$ cat src/rtl/serializador_param.sv
// serializador_param: parametrised parallel-to-serial converter.
// Takes WIDTH-bit words over a valid/ready handshake and emits one bit per
// enabled clock. Idle slots and the post-reset training period carry the
// COMMA word so the downstream deserializer can find word alignment.
module serializador_param #(
  parameter int unsigned       WIDTH      = 8,
  parameter logic [WIDTH-1:0]  COMMA      = WIDTH'(8'hBC),
  parameter int unsigned       SYNC_WORDS = 4,
  parameter bit                LSB_FIRST  = 1'b0
) (
  input  logic             clk,
  input  logic             reset_L,
  input  logic             enb,
  input  logic [WIDTH-1:0] data_in,
  input  logic             valid_in,
  output logic             ready_out,
  output logic             out,
  output logic             frame_start,
  output logic             is_comma,
  output logic             sync_done
);

  localparam int unsigned CNT_W  = $clog2(WIDTH);
  localparam int unsigned SYNC_W = $clog2(SYNC_WORDS + 1);

  localparam logic [CNT_W-1:0]  CNT_LAST  = CNT_W'(WIDTH - 1);
  localparam logic [SYNC_W-1:0] SYNC_LAST = SYNC_W'(SYNC_WORDS - 1);

  typedef enum logic {
    ST_SYNC = 1'b0,
    ST_RUN  = 1'b1
  } state_t;

  state_t            state;
  logic [WIDTH-1:0]  sh;        // word currently being transmitted
  logic [WIDTH-1:0]  sh_ord;    // same word, reordered so bit cnt is sent at slot cnt
  logic [CNT_W-1:0]  cnt;       // bit slot within the current word
  logic [SYNC_W-1:0] sync_cnt;  // training words completed
  logic              filler;    // current word is COMMA filler
  logic              at_last;
  logic              transfer;

  // Present the shift register in transmission order.
  for (genvar g = 0; g < WIDTH; g++) begin : g_ord
    if (LSB_FIRST) begin : g_lsb
      assign sh_ord[g] = sh[g];
    end else begin : g_msb
      assign sh_ord[g] = sh[WIDTH-1-g];
    end
  end

  // Handshake: a new word is taken only at a word boundary once trained.
  assign at_last   = (cnt == CNT_LAST);
  assign ready_out = enb & at_last & (state == ST_RUN);
  assign transfer  = valid_in & ready_out;

  // Bit emission, word loading and training sequencer.
  always_ff @(posedge clk or negedge reset_L) begin
    if (!reset_L) begin
      out         <= 1'b0;
      frame_start <= 1'b0;
      is_comma    <= 1'b0;
      sync_done   <= 1'b0;
      sh          <= COMMA;
      filler      <= 1'b1;
      cnt         <= '0;
      sync_cnt    <= '0;
      state       <= ST_SYNC;
    end else if (enb) begin
      out         <= sh_ord[cnt];
      frame_start <= (cnt == '0);
      is_comma    <= filler;
      if (at_last) begin
        cnt <= '0;
        // The next word is loaded on the same edge that emits the last bit.
        if (transfer) begin
          sh     <= data_in;
          filler <= 1'b0;
        end else begin
          sh     <= COMMA;
          filler <= 1'b1;
        end
        if (state == ST_SYNC) begin
          sync_cnt <= sync_cnt + SYNC_W'(1);
          if (sync_cnt == SYNC_LAST) begin
            state     <= ST_RUN;
            sync_done <= 1'b1;
          end
        end
      end else begin
        cnt <= cnt + CNT_W'(1);
      end
    end
  end

endmodule

$ cat config.mk
export PLATFORM = sky130hd
export DESIGN_NAME = serializador_param
export DESIGN_NICKNAME = d
export VERILOG_FILES = /design/src/rtl/serializador_param.sv
export SDC_FILE = /design/constraint.sdc
export NUM_CORES = 1
export LEC_CHECK = 0
export ABC_AREA = 1
export CAP_MARGIN = 20
export CORE_MARGIN = 10
export CORE_UTILIZATION = 45
export CTS_CLUSTER_SIZE = 10
export DETAILED_ROUTE_END_ITERATION = 16
export GPL_ROUTABILITY_DRIVEN = 0
export PLACE_DENSITY_LB_ADDON = 0.25
export SYNTH_ARGS = -nofsm -noshare
export SYNTH_HDL_FRONTEND = slang
export SYNTH_SLANG_ARGS = --single-unit
$ cat constraint.sdc
create_clock -name clk -period 1.9 [get_ports clk]
set_input_delay 0.475 -clock clk [delete_from_list [all_inputs] [get_ports clk]]
set_output_delay 0.475 -clock clk [all_outputs]
set_load 0.01 [all_outputs]
==> results.ini, run 1 <==
[status]
outcome=finished clean

[placed_design]
place_ws_ps=-347
place_area_mm2=0.00119
io_buffers=16
dp_hpwl_mm=1.46

[cts]
ctsHtreeMaxLevel=1
clockBufferDepth=2
cts_buffers=3
tritoncts=yes
root_buffer=clkbuf_4
clkLatencyLatePin_ps=290
cts.clk_slew.worst_paths_ps=110
cts_num_sinks=20

[synthesis]
yosysWarnings=0
syn-cell-area_um2=965
syn-instance-count=102
synth_fp_nets=119
ys_ff_latch=20
synth.distinct_cells=19
postSynthAreaPerCell_um2=9.46
ys_seq_area_share_pct=52.7

[floorplan]
core_mm2=0.00200
die_y_um=66.3
ios=17
row_count=16
die_x_um=66.3
die_area_mm2=0.00440
initial_core_util_pct=48.2

[power_and_ir_drop]
internal_power_mw=1.04
power.switching_uw=438
combPwrFrac_pct=33.1
power_leakage_nw=0.629
power.share.clock_pct=23.1
ir_drop_mv=0.832
seq_power_share_pct=43.8
power_density_mw_per_mm2=1170
total_power_mw=1.48
swShare_pct=29.6

[critical_path]
cp-start-kind=flip-flop
crit_start=cnt[1]
crit_type=reg -> out
path_delay_family=flip-flops
r2r_cells=8
cp_max_fo=2
cp.arrival_ps=1310
cp.depth=5
endpoint_kind=output port
worstPathRequired_ps=1420
reg2reg_slack_ps=530
cp_cell_sequence=ha_2 -> ha_4 -> nand2_8 -> nor2_8 -> buf_2
cp_slowest_cell=dfrtp_1
crit_path_max_incr_delay_ps=400
cp_num_buf_inv=1
r2r_start=cnt[0]
worstReg2RegEnd=sync_cnt[2]
critical_path.endpoint=ready_out

[hold_path]
hp-class=reg -> reg

[layout]
num_antenna_cells=0
mostFrequentLayoutCells=18 x nand2_1, 16 x inv_1, 14 x dfrtp_1, 14 x clkdlybuf4s50_1, 13 x nand3_1
fin_nets=146
area_growth_pct=30.7
final_common_cell=nand2_1
fin_area_mm2=0.00126
drive_gt1_share_pct=21.9

[job]
drv_cap=0

[sta]
tightest_slew_ps=255
hold_viol_final=0
skew_ps=6.45
fin_crit_ps=1780
setup_viol=0
max_slew_margin_pct=83.0
final-max-slew-violation-count=0
rsz0062_at_grt=no
fin_ws_ps=119
hold_ws_ps=489
fmax_mhz=562
fin_crit_sh_pct=93.7

[grt]
grt_pass1_vias=794
antenna_found_initial=0
grt_remaining_overflow=0
grt_pass1_wl_mm=3.37
grt_use_total_pct=9.54
grt_max_degree=21

[detailed_routing]
avgRoutedWirePerCell_um=12.0
vias_per_cell=4.79
num_vias=742
drc=0
ant_nets=0
dr.pass1.iters=4
drt_iter0_drc=25
routed_wl_mm=1.86

==> cell usage after synthesis (all sizes together) <==
library cell	count	area (um^2)
a21oi	5	25.0
a22oi	1	7.51
buf	1	11.3
dfrtp	14	350
dfstp	6	158
ha	5	62.6
inv	19	71.3
nand2	20	98.8
nand3	13	65.1
nor2	7	50.1
o21ai	9	45.0
o21bai	1	11.3
xor2	1	8.76
==> per-layer routing <==
layer	up-vias	part of all wire [%]	track usage, %
li1	374	-	-
met2	22	49	15.9
met1	344	44	11.0
met4	0	0.70	3.93
met5	-	0	0
met3	2	6.0	2.88
==> worst register-to-register path: cells and delay by family (launching register included) <==
kind / cells / cell delay [ps]
AOI/OAI and AO/OA: 1 / 50
adders and majority gates: 2 / 360
buffers and inverters: 2 / 250
DFF: 1 / 370
and+or+nand+nor: 3 / 230
==> flip-flops by register name (all words and copies together) (netlist names) <==
name,flops
cnt,3
filler,1
frame_start,1
is_comma,1
out,1
sh,8
state,1
sync_cnt,3
sync_done,1
==> cell type report <==
| class | count | area, um^2 |
|---|---|---|
| well taps | 27 | 33.8 |
| inverters | 19 | 71.3 |
| clock buffers | 3 | 22.5 |
| fillers | 178 | 741 |
| repair buffers | 23 | 206 |
| multi-input cells | 62 | 389 |
| flip-flops and latches | 20 | 508 |
| clock inverters | 1 | 30.0 |
==> through the flow <==
stage / setup TNS (ps) / instances / utilization, %
2_1_floorplan: 0 / 102 / -
3_3_place_gp: -345 / 150 / 59.6
3_5_place_dp: -347 / 150 / 59.6
4_1_cts: 0 / 155 / 63.3
5_1_grt: 0 / 155 / 63.0
6_report: 0 / 155 / 63.0
==> logic make-up (layout without fill, tap and decap cells) <==
| logic type | after synthesis | after routing | synth area share, % |
|---|---|---|---|
| buffers and inverters | 20 | 46 | 8.56 |
| XOR/XNOR | 1 | 1 | 0.908 |
| adder cells (fa/ha/maj) | 5 | 5 | 6.49 |
| AO/OA/AOI/OAI | 16 | 16 | 9.21 |
| flip-flops | 20 | 20 | 52.7 |
| AND/OR/NAND/NOR | 40 | 40 | 22.2 |
==> power groups by stage <==
stage	logic [mW]	registers [mW]	clock network, mW
after floorplan	0.265	0.662	0
final	0.490	0.648	0.341
after global routing	0.560	0.662	0.371
after detailed placement	0.463	0.653	0
after CTS	0.494	0.649	0.354
after global placement	0.457	0.644	0
==> worst min path at each step <==
stage | from | end | slack [ps] | cells past startpoint
after floorplan | reset_L | cnt[0] | 180 | 0
after global placement | sync_done | sync_done | 460 | 1
after detailed placement | out | out | 460 | 2
after CTS | reset_L | is_comma | 490 | 2
after global routing | reset_L | is_comma | 500 | 2
final | out | out | 490 | 2
==> timing repair <==
| item | in CTS | in global routing |
|---|---|---|
| cloned | 0 | 0 |
| gates resized for setup | 7 | 1 |
| hold buffers | 0 | 0 |
| buffers inserted | 1 | 0 |
| pin swaps | 0 | 1 |
| endpoints found under the setup margin | 1 | 1 |
Power figures use the tool's default switching activity.
==> run 2: changes to the inputs <==
--- a/config.mk
+++ b/config.mk
@@ -6,7 +6,6 @@
 export NUM_CORES = 1
 export LEC_CHECK = 0
 export ABC_AREA = 1
-export CAP_MARGIN = 20
 export CORE_MARGIN = 10
 export CORE_UTILIZATION = 45
 export CTS_CLUSTER_SIZE = 10
==> constraint.sdc (replaced) <==
create_clock -name clk -period 1.4 [get_ports clk]
set_input_delay 0.35 -clock clk [delete_from_list [all_inputs] [get_ports clk]]
set_output_delay 0.35 -clock clk [all_outputs]
set_load 0.01 [all_outputs]
==> run 2 against run 1 <==
  * The run now ends with negative setup slack left
  * Via count increased by 0.81%
  * Clock power decreased by 16%
  * Hold slack worse by 130 ps
  * Flip-flop and latch count is the same
  * Clock-buffer cell count up 1
  * Core utilization is 0.81 points higher
  * Critical path type unchanged
  * Largest cell class unchanged
  * Largest power group unchanged
  * Highest routed layer unchanged
==> results.ini, run 2 (synthesis results as in run 1) <==
[status]
outcome=finished with violations  ; was finished clean
failed_checks=negative setup slack

[cts]
tritoncts=yes  ; unchanged
cts_buffers=3  ; unchanged
clkLatencyLatePin_ps=300  ; was 290 ps
root_buffer=clkbuf_4  ; unchanged
cts.clk_slew.worst_paths_ps=120  ; was 110 ps
ctsHtreeMaxLevel=1  ; unchanged
ctsHoldBuffers=0  ; unchanged
cts_num_sinks=20  ; unchanged
clockBufferDepth=2  ; unchanged

[detailed_routing]
drt_iter0_drc=39  ; was 25
drc=0  ; unchanged
routed_wl_mm=1.88  ; was 1.86 mm
vias_per_cell=4.73  ; was 4.79
ant_nets=0  ; unchanged
dr.pass1.iters=4  ; unchanged
num_vias=748  ; was 742
avgRoutedWirePerCell_um=11.9  ; was 12.0 um

[layout]
drive_gt1_share_pct=23.7  ; was 21.9%
largest_register_ffs=8  ; unchanged
fin_cells=158  ; was 155
fin_nets=149  ; was 146
fin_util_pct=63.8  ; was 63.0%
mostFrequentLayoutCells=18 x nand2_1, 16 x inv_1, 14 x dfrtp_1  ; was 18 x nand2_1, 16 x inv_1, 14 x dfrtp_1, 14 x clkdlybuf4s50_1, 13 x nand3_1
area_growth_pct=32.4  ; was 30.7%
regArea_um2=508  ; unchanged
num_antenna_cells=0  ; unchanged
reg_top3=sh: 8 flops, cnt: 3 flops, sync_cnt: 3 flops  ; unchanged
final_common_cell=nand2_1  ; unchanged
fill_cells=182  ; was 178
largest-register=sh  ; unchanged
multi_input_area_um2=402  ; was 389 um^2

[grt]
grt_pass1_wl_mm=3.16  ; was 3.37 mm
antenna_found_initial=0  ; unchanged
grt_remaining_overflow=0  ; unchanged
grt_max_degree=21  ; unchanged
grt_use_total_pct=9.18  ; was 9.54%
grt_pass1_vias=713  ; was 794

[critical_path]
cp.arrival_ps=1290  ; was 1310 ps
worstPathRequired_ps=1050  ; was 1420 ps
cp-start-kind=flip-flop  ; unchanged
crit_type=reg -> out  ; unchanged
endpoint_kind=output port  ; unchanged
cp_max_fo=2  ; unchanged

[floorplan]
ios=17  ; unchanged
die_x_um=66.3  ; unchanged
row_count=16  ; unchanged
die_y_um=66.3  ; unchanged
die_area_mm2=0.00440  ; unchanged
core_mm2=0.00200  ; unchanged
initial_core_util_pct=48.2  ; unchanged

[hold_path]
hp-class=in -> async  ; was reg -> reg

[placed_design]
dp.cells=152  ; was 150
io_buffers=16  ; unchanged
place_ws_ps=-591  ; was -347 ps
dp_hpwl_mm=1.46  ; about the same

[sta]
final-max-slew-violation-count=0  ; unchanged
rsz0062_at_grt=yes  ; was no
skew_ps=14.3  ; was 6.45 ps
fin_ws_ps=-243  ; was 119 ps
fin_crit_ps=1640
max_slew_margin_pct=83.0  ; about the same
fin_crit_sh_pct=117
fmax_mhz=609
tightest_slew_ps=254  ; was 255 ps
hold_viol_final=0  ; unchanged
fin_tns_setup_ps=-243  ; was 0 ps
setup_viol=1  ; was 0

[power_and_ir_drop]
power_leakage_nw=0.641  ; was 0.629 nW
ir_drop_mv=0.864  ; was 0.832 mV
total_power_mw=1.88  ; was 1.48 mW
power_density_mw_per_mm2=1470  ; was 1170 mW/mm^2

[job]
drv_cap=0  ; unchanged

run 2: stage by stage:
step	hold slack, ps	area, um^2
2_1_floorplan	54.4	967
3_3_place_gp	456	1210
3_5_place_dp	458	1210
4_1_cts	364	1250
5_1_grt	376	1280
6_report	358	1280
run 2: worst paths after layout:
path	slack (ps)	end	startpoint	cells after the start
worst max-delay path	-240	ready_out	cnt[0]	5
worst min-delay path	360	sync_cnt[2]	reset_L	2
worst max register to register	40	sync_cnt[2]	cnt[0]	8
worst min register to register	480	sync_done	sync_done	1
max in group asynchronous	760	sh[5]	reset_L	2
min in group clk	480	sync_done	sync_done	1
run 2: per-layer routing:
layer	wire, um	part of all wire, %	vias up	GRT usage (%)
met1	885	47	342	11.3
met4	31	1.6	0	3.93
met3	122	6.5	4	3.56
met2	842	45	21	13.9
met5	0	0	-	0
li1	-	-	381	-
run 2: timing repair:
item | CTS | global route
setup endpoints to repair | 8 | 10
pin swaps | 1 | 0
gates resized for setup | 11 | 4
buffers inserted | 1 | 1
run 2: final cells by class:
class | count | area share [%]
sequential | 20 | 39.8
inverter | 19 | 5.97
clock buffer | 4 | 2.06
multi-input combinational | 62 | 31.4
tap | 27 | 2.64
timing repair buffer | 26 | 18.1
run 2: power breakdown:
part	internal [mW]	switching, mW	total [mW]
Combinational	0.337	0.384	0.721
Clock	0.111	0.176	0.287
Sequential	0.801	0.0716	0.873
run 2: critical path: stages (launching register included):
cell and delay [ps]:
dfrtp_1 410, ha_2 190, ha_4 180, nand2_8 70
nor2_8 40, buf_6 110
==> run 3: changes to the inputs <==
--- a/config.mk
+++ b/config.mk
@@ -6,6 +6,7 @@
 export NUM_CORES = 1
 export LEC_CHECK = 0
 export ABC_AREA = 1
+export CORE_ASPECT_RATIO = 1.5
 export CORE_MARGIN = 10
 export CORE_UTILIZATION = 45
 export CTS_CLUSTER_SIZE = 10
==> run 3 against run 2 <==
  * Register-to-register slack worse by 110 ps
  * The flow still finishes with violations (negative setup slack)
  * Highest routed layer unchanged
  * Die area up 0.87%
  * Clock-buffer cell count stayed put
  * Core utilization rose by 0.69 points
  * First-iteration DRC count is 62% lower
  * Final cell count fell by 1.3%
  * Power rose by 0.30%
  * Critical path type unchanged
  * Largest cell class unchanged
==> results.ini, run 3 (synthesis results as in run 1) <==
[critical_path]
reg2reg_slack_ps=-70  ; was 40 ps
worstReg2RegEnd=sync_cnt[2]  ; unchanged
cp.arrival_ps=1300  ; was 1290 ps
cp_num_buf_inv=1  ; unchanged
crit_type=reg -> out  ; unchanged
cp_cell_sequence=ha_2 -> ha_4 -> nand2_8 -> nor2_8 -> buf_6  ; unchanged
worstPathRequired_ps=1050  ; about the same
cp_max_fo=2  ; unchanged
cp-start-kind=flip-flop  ; unchanged
r2r_cells=9  ; was 8
crit_path_max_incr_delay_ps=400  ; was 410 ps
path_delay_family=flip-flops  ; unchanged
r2r_start=cnt[0]  ; unchanged
cp_slowest_cell=dfrtp_1  ; unchanged
endpoint_kind=output port  ; unchanged

[layout]
largest-register=sh  ; unchanged
fill_cells=177  ; was 182
final_common_cell=nand2_1  ; unchanged
largest_register_ffs=8  ; unchanged
fin_cells=156  ; was 158
fin_area_mm2=0.00131  ; was 0.00128 mm^2
drive_gt1_share_pct=29.9  ; was 23.7%
fin_nets=152  ; was 149
multi_input_area_um2=409  ; was 402 um^2
reg_top3=sh: 8 flops, cnt: 3 flops, sync_cnt: 3 flops  ; unchanged
area_growth_pct=35.5  ; was 32.4%
mostFrequentLayoutCells=18 x nand2_1, 15 x inv_1, 14 x dfrtp_1  ; was 18 x nand2_1, 16 x inv_1, 14 x dfrtp_1
regArea_um2=508  ; unchanged
fin_util_pct=64.5  ; was 63.8%
num_antenna_cells=0  ; unchanged

[sta]
fmax_mhz=606  ; was 609 MHz
fin_crit_sh_pct=118  ; was 117%
fin_ws_ps=-251  ; was -243 ps
final-max-slew-violation-count=0  ; unchanged
rsz0062_at_grt=yes  ; unchanged
skew_ps=9.16  ; was 14.3 ps
hold_viol_final=0  ; unchanged
fin_crit_ps=1650  ; was 1640 ps
max_slew_margin_pct=83.5  ; was 83.0%
tightest_slew_ps=247  ; was 254 ps
setup_viol=7  ; was 1

[floorplan]
initial_core_util_pct=47.6  ; was 48.2%
core_mm2=0.00203  ; was 0.00200 mm^2
row_count=20  ; was 16
die_x_um=57.8  ; was 66.3 um
die_area_mm2=0.00443  ; was 0.00440 mm^2
ios=17  ; unchanged
die_y_um=76.7  ; was 66.3 um

[detailed_routing]
drc=0  ; unchanged
num_vias=762  ; was 748
avgRoutedWirePerCell_um=12.6  ; was 11.9 um
routed_wl_mm=1.96  ; was 1.88 mm
ant_nets=0  ; unchanged
drt_iter0_drc=15  ; was 39
dr.pass1.iters=5  ; was 4
vias_per_cell=4.88  ; was 4.73

[cts]
cts_num_sinks=20  ; unchanged
clkLatencyLatePin_ps=300  ; about the same
root_buffer=clkbuf_4  ; unchanged
cts.clk_slew.worst_paths_ps=110  ; was 120 ps
clockBufferDepth=2  ; unchanged
tritoncts=yes  ; unchanged
cts_buffers=3  ; unchanged
ctsHtreeMaxLevel=1  ; unchanged

[power_and_ir_drop]
power_density_mw_per_mm2=1440  ; was 1470 mW/mm^2
total_power_mw=1.89  ; was 1.88 mW
ir_drop_mv=0.795  ; was 0.864 mV
power_leakage_nw=0.658  ; was 0.641 nW

[placed_design]
dp.cells=147  ; was 152
dp_hpwl_mm=1.48  ; was 1.46 mm
place_area_mm2=0.00120  ; was 0.00121 mm^2
io_buffers=16  ; unchanged

[grt]
grt_use_total_pct=9.22  ; was 9.18%
grt_pass1_vias=824  ; was 713
grt_pass1_wl_mm=3.40  ; was 3.16 mm
grt_remaining_overflow=0  ; unchanged
antenna_found_initial=0  ; unchanged
grt_max_degree=21  ; unchanged

[status]
failed_checks=negative setup slack  ; unchanged
outcome=finished with violations  ; unchanged

[hold_path]
hp-class=in -> async  ; unchanged

[job]
drv_cap=0  ; unchanged

-- run 3: cell types whose count changed in the layout (fill, tap and decap cells not counted), sizes merged --
cell and delta:
buf +3
-- run 3: through the flow --
stage / setup TNS, ps / worst slack (ps) / hold WS (ps)
after global routing: -1030 / -299 / 380
final: -441 / -251 / 372
after CTS: -253 / -253 / 375
after detailed placement: -2840 / -610 / 464
after floorplan: 0 / 29.8 / 54.4
after global placement: -2500 / -603 / 460
-- run 3: layout make-up --
cell class	instances	area share (%)
flip-flops and latches	20	38.9
well taps	22	2.11
inverters	19	5.45
repair buffers	29	20.3
multi-input cells	62	31.3
clock buffers	4	2.01
-- run 3: report_power, final --
part | switching [mW] | total (mW) | leakage, nW | internal (mW)
logic | 0.372 | 0.733 | 0.405 | 0.360
clock network | 0.170 | 0.281 | 0.0150 | 0.111
registers | 0.0709 | 0.873 | 0.238 | 0.802
total | 0.613 | 1.89 | 0.658 | 1.27
-- run 3: layer usage --
| metal | track usage [%] | share of wire [%] |
|---|---|---|
| met3 | 2.31 | 4.5 |
| met1 | 9.58 | 39 |
| met2 | 15.7 | 55 |
| met4 | 5.66 | 2.2 |
| met5 | 0 | 0 |
-- run 3: timing repair --
action                                 4_1_cts  5_1_grt
setup endpoints to repair                   11        9
setup buffers                                2        3
endpoints found under the hold margin        0        0
hold buffers                                 0        0
resized for setup                           11       10
pin swaps                                    1        6
-- run 3: worst max path at each step --
stage	from	end	slack, ps	depth (start not counted)
5_1_grt	cnt[0]	ready_out	-300	5
4_1_cts	cnt[1]	ready_out	-250	5
6_report	cnt[0]	ready_out	-250	5
2_1_floorplan	cnt[0]	ready_out	30	4
3_3_place_gp	enb	ready_out	-600	4
3_5_place_dp	enb	ready_out	-610	4
-- run 3: worst register-to-register path: cells and delay by family (launching register included) --
family / cells / cell delay (ps)
DFF: 1 / 370
adders and majority gates: 2 / 360
buffers and inverters: 3 / 330
and+or+nand+nor: 3 / 250
AOI/OAI and AO/OA: 1 / 60
